--- src/rtl/muldiv_pkg.sv ---
// Shared definitions for the HI/LO multiply/divide sequencer:
// operation encodings, the FSM state type and the default operand width.
package muldiv_pkg;

  localparam int MD_WIDTH = 32;

  typedef enum logic [1:0] {
    MD_MULT  = 2'b00,
    MD_MULTU = 2'b01,
    MD_DIV   = 2'b10,
    MD_DIVU  = 2'b11
  } md_op_e;

  typedef enum logic [1:0] {
    IDLE = 2'b00,
    RUN  = 2'b01,
    FIX  = 2'b10,
    DONE = 2'b11
  } md_state_e;

  function automatic logic md_is_div(input logic [1:0] op);
    return op[1];
  endfunction

  function automatic logic md_is_signed(input logic [1:0] op);
    return ~op[0];
  endfunction

endpackage

--- src/rtl/muldiv_core.sv ---
// One iteration of the unsigned datapath: shift-add multiply step or
// restoring shift-subtract divide step on a 2*WIDTH accumulator.
module muldiv_core import muldiv_pkg::*; #(
  parameter int WIDTH = MD_WIDTH
) (
  input  logic               div_mode,
  input  logic [2*WIDTH-1:0] acc,
  input  logic [WIDTH-1:0]   opnd,
  output logic [2*WIDTH-1:0] acc_next
);

  logic [WIDTH:0]   add_sum;
  logic [WIDTH:0]   rem_shift;
  logic [WIDTH-1:0] rem_diff;
  logic             rem_ge;

  always_comb begin
    // MUL: acc = {partial, multiplier}; add on LSB, then shift right.
    add_sum   = {1'b0, acc[2*WIDTH-1:WIDTH]} + ({(WIDTH+1){acc[0]}} & {1'b0, opnd});
    // DIV: acc = {remainder, dividend/quotient}; shift left, trial subtract.
    rem_shift = acc[2*WIDTH-1:WIDTH-1];
    rem_ge    = rem_shift >= {1'b0, opnd};
    // Only taken when rem_ge, where the true difference is below 2^WIDTH.
    rem_diff  = rem_shift[WIDTH-1:0] - opnd;
    if (div_mode) begin
      if (rem_ge) acc_next = {rem_diff, acc[WIDTH-2:0], 1'b1};
      else        acc_next = {rem_shift[WIDTH-1:0], acc[WIDTH-2:0], 1'b0};
    end else begin
      acc_next = {add_sum, acc[WIDTH-1:1]};
    end
  end

endmodule

--- src/rtl/muldiv_seq.sv ---
// Iterative MULT/MULTU/DIV/DIVU sequencer owning HI/LO updates: runs one
// bit per cycle, applies sign correction, then strobes multWe for one cycle.
module muldiv_seq import muldiv_pkg::*; #(
  parameter int WIDTH = MD_WIDTH
) (
  input  logic               clk,
  input  logic               rst,
  input  logic               start,
  input  logic [1:0]         op,
  input  logic [WIDTH-1:0]   srcA,
  input  logic [WIDTH-1:0]   srcB,
  input  logic               hilo_rd,
  input  logic               hilo_wr,
  input  logic               flush,
  output logic               busy,
  output logic               stall,
  output logic               multWe,
  output logic [2*WIDTH-1:0] busmult
);

  localparam int CW = $clog2(WIDTH) + 1;

  md_state_e          state_reg, state_next;
  logic [CW-1:0]      count_reg;
  logic [2*WIDTH-1:0] acc_reg, acc_step, result, busmult_reg;
  logic [WIDTH-1:0]   opnd_reg, mag_a, mag_b, quot, rem;
  logic               div_reg, dz_reg, negq_reg, negr_reg;
  logic               sgn_a, sgn_b, last_step;

  assign sgn_a     = md_is_signed(op) & srcA[WIDTH-1];
  assign sgn_b     = md_is_signed(op) & srcB[WIDTH-1];
  assign mag_a     = sgn_a ? -srcA : srcA;
  assign mag_b     = sgn_b ? -srcB : srcB;
  // Divide-by-zero leaves RUN after its first cycle.
  assign last_step = (count_reg == CW'(WIDTH - 1)) | dz_reg;
  assign busmult   = busmult_reg;

  muldiv_core #(.WIDTH(WIDTH)) u_core (
    .div_mode (div_reg),
    .acc      (acc_reg),
    .opnd     (opnd_reg),
    .acc_next (acc_step)
  );

  always_comb begin
    state_next = state_reg;
    busy       = 1'b0;
    multWe     = 1'b0;
    case (state_reg)
      IDLE: if (start && !flush) state_next = RUN;
      RUN: begin
        busy = 1'b1;
        if (flush)          state_next = IDLE;
        else if (last_step) state_next = FIX;
      end
      FIX: begin
        busy       = 1'b1;
        state_next = flush ? IDLE : DONE;
      end
      DONE: begin
        multWe     = 1'b1;
        state_next = IDLE;
      end
      default: state_next = IDLE;
    endcase
    stall = (busy | multWe) & (hilo_rd | hilo_wr | start);
  end

  always_comb begin
    quot = negq_reg ? -acc_reg[WIDTH-1:0] : acc_reg[WIDTH-1:0];
    rem  = negr_reg ? -acc_reg[2*WIDTH-1:WIDTH] : acc_reg[2*WIDTH-1:WIDTH];
    if (dz_reg)       result = acc_reg;
    else if (div_reg) result = {rem, quot};
    else              result = negq_reg ? -acc_reg : acc_reg;
  end

  always_ff @(posedge clk or posedge rst) begin
    if (rst) begin
      state_reg   <= IDLE;
      count_reg   <= '0;
      acc_reg     <= '0;
      opnd_reg    <= '0;
      div_reg     <= 1'b0;
      dz_reg      <= 1'b0;
      negq_reg    <= 1'b0;
      negr_reg    <= 1'b0;
      busmult_reg <= '0;
    end else begin
      state_reg <= state_next;
      case (state_reg)
        IDLE: begin
          count_reg <= '0;
          if (state_next == RUN) begin
            div_reg  <= md_is_div(op);
            dz_reg   <= md_is_div(op) && (srcB == '0);
            negq_reg <= sgn_a ^ sgn_b;
            negr_reg <= sgn_a & md_is_div(op);
            if (md_is_div(op) && (srcB == '0)) begin
              acc_reg  <= {srcA, {WIDTH{1'b1}}};
              opnd_reg <= mag_b;
            end else if (md_is_div(op)) begin
              acc_reg  <= {{WIDTH{1'b0}}, mag_a};
              opnd_reg <= mag_b;
            end else begin
              acc_reg  <= {{WIDTH{1'b0}}, mag_b};
              opnd_reg <= mag_a;
            end
          end
        end
        RUN: begin
          count_reg <= count_reg + CW'(1);
          if (!dz_reg) acc_reg <= acc_step;
        end
        FIX: if (!flush) busmult_reg <= result;
        default: ;
      endcase
    end
  end

endmodule

--- config.mk ---
export PLATFORM = sky130hd
export DESIGN_NAME = muldiv_seq
export DESIGN_NICKNAME = d
export VERILOG_FILES = /design/src/rtl/muldiv_pkg.sv /design/src/rtl/muldiv_core.sv /design/src/rtl/muldiv_seq.sv
export SDC_FILE = /design/constraint.sdc
export NUM_CORES = 1
export LEC_CHECK = 0
export CAP_MARGIN = 30
export CORE_MARGIN = 5
export CORE_UTILIZATION = 40
export CTS_BUF_LIST = sky130_fd_sc_hd__clkbuf_4
export DETAILED_ROUTE_END_ITERATION = 12
export GPL_TIMING_DRIVEN = 0
export HOLD_SLACK_MARGIN = 0.06
export RECOVER_POWER = 100
export SLEW_MARGIN = 15
export SYNTH_ARGS = -nofsm -noshare
export SYNTH_HDL_FRONTEND = slang
export SYNTH_SLANG_ARGS = --single-unit
--- constraint.sdc ---
create_clock -name clk -period 5.37 [get_ports clk]
set_clock_uncertainty 0.2 [all_clocks]
set_input_delay 0.8055 -clock clk [delete_from_list [all_inputs] [get_ports clk]]
set_output_delay 0.8055 -clock clk [all_outputs]
set_load 0.02 [all_outputs]
# == Word level (Yosys, flattened, before mapping) ==
# Cells that the tools add are included.
# classes
order_cmp,1
reduce_logical,10
n_mux,24
n_eq_ne,7
addsub,8
bitwise_logic,12
# ops
cell,n
64-bit 2-to-1 mux,8
32-bit 2-to-1 mux,7
32-bit negator,4
64-bit one-hot mux with 2 select lines,1
64-bit negator,1
32-bit by 33-bit adder with 33-bit output,1
33-bit by 32-bit AND with 33-bit output,1
33-bit by 32-bit >= comparator with 1-bit output,1
32-bit zero test,1
32-bit subtractor,1
6-bit one-hot mux with 2 select lines,1
2-bit 2-to-1 mux,4
2-bit one-hot mux with 4 select lines,1
"6-bit by 1-bit adder with 6-bit output, second input constant",1
"6-bit by 5-bit == test with 1-bit output, second input constant",1
1-bit AND,4
"2-bit by 1-bit == test with 1-bit output, second input constant",2
"2-bit == test, second input constant",2
"2-bit inequality test, second input constant",2
1-bit OR,4
2-bit AND reduction,2
3-bit AND reduction,1
1-bit logical AND,2
2-bit zero test,1
other kinds (6),8
# word_totals
in_bits,72
regBits,172
output_inout_bits,67
wordCells,71

# == Longest topological paths before layout ==
# logic_depth
word_depth,8
mapped_depth,15
depth_no_buf,14

# == Hierarchy ==
# Synthesis repeated with hierarchy kept, for this count alone.
# unflattened
hier_cells,1896
area_unflattened_um2,15162.0
# modules_own_cells
module,seq_area_each_um2,cells_per_inst,n_inst,area_each_um2
muldiv_seq,4304.1,1250,1,10578.9
muldiv_core,0.0,646,1,4583.1

# == Worst setup path after synthesis ==
# Ideal clock, no wire load.
# synth_timing
kind,reg-to-reg
from,register acc_reg[0]
to,register acc_reg[62]
required_time_ns,5.088
synth_period_minus_slack_ns,3.390
setup_time_ns,0.082
n_path_buf,1
arrival_time_ns,3.108
path_stages_with_launch,15
slack_ns,1.980
path_cell_list,dfrtp_1 -> clkinv_1 -> clkbuf_1 -> nor2_1 -> ha_1 -> a21oi_1 -> o211ai_1 -> nand3_1 -> a21oi_1 -> a22oi_1 -> a31oi_1 -> a221o_1 -> a2111oi_0 -> a221oi_1 -> o22ai_1
# synth_via
elab_chain_cells,5
# synth_rtl
element,line,rtl
start: declaration,muldiv_seq.sv:25,"logic [2*WIDTH-1:0] acc_reg, acc_step, result, busmult_reg;"
start signal: assignment,muldiv_seq.sv:99,"acc_reg <= {srcA, {WIDTH{1'b1}}};"
start signal: assignment,muldiv_seq.sv:102,"acc_reg <= {{WIDTH{1'b0}}, mag_a};"
start signal: assignment,muldiv_seq.sv:105,"acc_reg <= {{WIDTH{1'b0}}, mag_b};"
33-bit by 32-bit AND with 33-bit output,muldiv_core.sv:19,"add_sum = {1'b0, acc[2*WIDTH-1:WIDTH]} + ({(WIDTH+1){acc[0]}} & {1'b0, opnd});"
32-bit by 33-bit adder with 33-bit output,muldiv_core.sv:19,
64-bit 2-to-1 mux,muldiv_core.sv:25,if (div_mode) begin
64-bit 2-to-1 mux,muldiv_seq.sv:112,if (!dz_reg) acc_reg <= acc_step;
64-bit one-hot mux with 2 select lines,muldiv_seq.sv:90,case (state_reg)
# No other way between the ends. The select of a mux whose other input is x is not followed.
# A chain may end at the register's enable or synchronous reset.

# == Worst setup path after layout ==
# layout_timing
from,input srcB[7]
to,register acc_reg[39]
# layout_via
elab_chain_cells,5
# layout_rtl
element,line,rtl
start: declaration,muldiv_seq.sv:11,"input logic [WIDTH-1:0] srcB,"
32-bit zero test,muldiv_seq.sv:98,if (md_is_div(op) && (srcB == '0)) begin
1-bit logical AND,muldiv_seq.sv:98,
64-bit 2-to-1 mux,muldiv_seq.sv:98,
64-bit 2-to-1 mux,muldiv_seq.sv:93,if (state_next == RUN) begin
64-bit one-hot mux with 2 select lines,muldiv_seq.sv:90,
# No other way between the ends. The select of a mux whose other input is x is not followed.

==> reports/qor.yml <==
die_w_um: 201.5
crit_start: "srcB[7]"
final_common_cell: "nand2_1"
stdcell_area_um2: 16880
gp_congestion: 0.9593
hold_viol_final: 0
violations: "capacitance limit, slew limit"
area_growth_pct: 15.07
yosys_warnings: 0
worst_pin_slew_ns: 1.865
ir_worst_vdd_mv: 0.2387
worstPathRequired_ns: 5.74
hold_buffers: 0
critical_path_arrival_ns: 5.32
placed_area_um2: 16740
avgRoutedWirePerCell_um: 23.45
ys_seq_area_share_pct: 29.34
fin_nets: 2221
cts_root_buf: "clkbuf_4"
finalNonFillerCells: 2555
worstHoldPathType: "flip-flop to flip-flop"
synth_edf_count: 0
cts_resized: 0
hold_depth: 2
critPathCaptureType: "flip-flop"
grt_pass1_wl_mm: 90.28
timing.setup.tns_ns: 0
period_minus_slack_ns: 4.950
fin_crit_sh_pct: 92.18
grt_remaining_overflow: 0
synth_cell_types: 88
r2r_end: "busmult[50]"
drcViolationCount: 0
synthesis.nets: 2060
min_to: "busmult[58]"
nFillCells: 3784
cts_sinks: 172
drt_iter0_markers: 1609
most-common-layout-cells: "nand2_1, o21ai_0, a21oi_1"
power.density_nw_per_um2: 643.4
ys.flop_type: "dfrtp_1"
worstSetupPathType: "input port to flip-flop"
leakage_nw: 7.237
slew_headroom_pct: -24.31
vias: 15530
async_flop_share_pct: 100.0
cts_setup_buffers: 0
ant_nets: 0
syn_area_um2: 14670
numPlacedInstances: 2522
clkTransAtPathRegs_ns: 0.18
num_io_pins: 139
yosys_register_bits: 172
antenna_found_initial: 1
io_buffers: 137
cp-start-kind: "input port"
die_area_um2: 40610
cp_max_fo: 10
viasPerCell: 6.080
grt_pass1_vias: 14990
drt-total-wl_mm: 59.91
grt_max_degree: 37
grt_util_all_layers_pct: 28.69
rsz0062_at_grt: "no"
start_util_pct: 40.27
cts_tree: "done"
fmax_ghz: 0.2020
synthCells: 1912
min_from: "busmult[58]"
setup-violations-final: 0
reg2reg_depth: 13
avgSynthCellArea_um2: 7.673
htreeDepth: 4
core_um2: 36430
rows: 70
drive_above_1_share_pct: 3.164
run_status: "finished, violations left"
clkLatencyLatePin_ns: 0.65
cts_buffers: 17
clockBufferDepth: 2
die_h_um: 201.5
drv_cap: 3
r2r_start: "acc_reg[0]"
first_pass_iters: 6
dpl.hpwl_mm: 47.86
reg2reg_slack_ns: 0.53
finalMaxSlewViolations: 97
## routing by layer
layer	vias to the layer above	track usage, %	wire length (um)
met5	-	0	0
met4	0	9.595	2029
met3	114	3.820	4261
met2	690	45.66	26740
met1	7568	40.38	26870
li1	7162	-	-
## report_power, final
group | switching [W] | internal, W
Clock | 0.000572 | 0.000246
Combinational | 0.00464 | 0.00283
Sequential | 0.000755 | 0.00182
Total | 0.00597 | 0.00489
## synthesized netlist by cell type (9+ instances only)
cell type,number,share of area (%)
xor2_1,76,4.5
o21ai_0,203,6.9
dfrtp_1,172,29
xnor2_1,95,5.7
o21ai_1,16,0.55
ha_1,74,6.3
a211oi_1,13,0.67
nor2b_1,11,0.47
a31oi_1,27,1.2
nor2_1,194,5.0
and3_1,15,0.64
o41ai_1,10,0.60
o31ai_1,22,1.1
and2_1,10,0.43
mux2_2,11,0.84
a22oi_1,9,0.46
mux2i_1,38,2.6
nand2_1,249,6.4
inv_1,60,1.5
or3_1,9,0.38
o21a_1,14,0.72
nand2b_1,17,0.72
nor4_1,12,0.51
a21o_1,38,1.9
clkbuf_1,87,2.2
a21oi_1,204,7.0
a221oi_1,12,0.72
nor3_1,43,1.5
nand3_1,26,0.89
nand4_1,11,0.47
## logic make-up (layout without fill, tap and decap cells)
family / Yosys count / in the layout / synth area share [%]
AOI/OAI and AO/OA: 644 / 644 / 26.35
muxes: 49 / 49 / 3.437
buffers and inverters: 167 / 341 / 4.494
and+or+nand+nor: 633 / 633 / 19.59
xor gates and xnor gates: 171 / 171 / 10.21
other: 0 / 1 / 0
DFF: 172 / 172 / 29.34
adders and majority gates: 76 / 76 / 6.584
## how the worst max path moves through the flow
stage             endpoint  slack (ns)
3_3_place_gp   acc_reg[39]        0.49
6_report       acc_reg[39]        0.42
5_1_grt        acc_reg[59]        0.34
4_1_cts        acc_reg[62]        0.80
3_5_place_dp   acc_reg[39]        0.41
2_1_floorplan  acc_reg[62]        1.98
## cell type report
type                            instances  area, um^2  share of cell area [%]
Tap cell                              468       585.6                   3.468
Clock inverter                         15       156.4                  0.9264
Clock buffer                           17       127.6                  0.7559
Sequential cell                       172        4304                   25.49
Timing Repair Buffer                  142        1406                   8.330
Buffer                                104       415.4                   2.461
Inverter                               63       237.7                   1.408
Multi-Input combinational cell       1573        9647                   57.14
Antenna cell                            1       2.502                 0.01482
## critical path: stages
cell and delay, ns:
dlygate4sd3_1 0.62, nor4_1 0.48, nor4b_1 0.45, nor3b_1 0.83, nand2_1 0.40, nor4b_4 0.61, clkbuf_1 0.68, nand2_1 0.20
a211oi_1 0.23
## metrics by stage
stage	setup slack (ns)	utilization (%)	total power (W)	hold WS [ns]
2_1_floorplan	1.980	-	0.007481	0.2497
3_3_place_gp	0.4945	45.65	0.009923	0.2643
3_5_place_dp	0.4131	45.94	0.01001	0.2690
4_1_cts	0.7996	46.72	0.01083	0.3007
5_1_grt	0.3382	46.34	0.01163	0.3189
6_report	0.4202	46.34	0.01086	0.2886
Power figures use the tool's default switching activity.
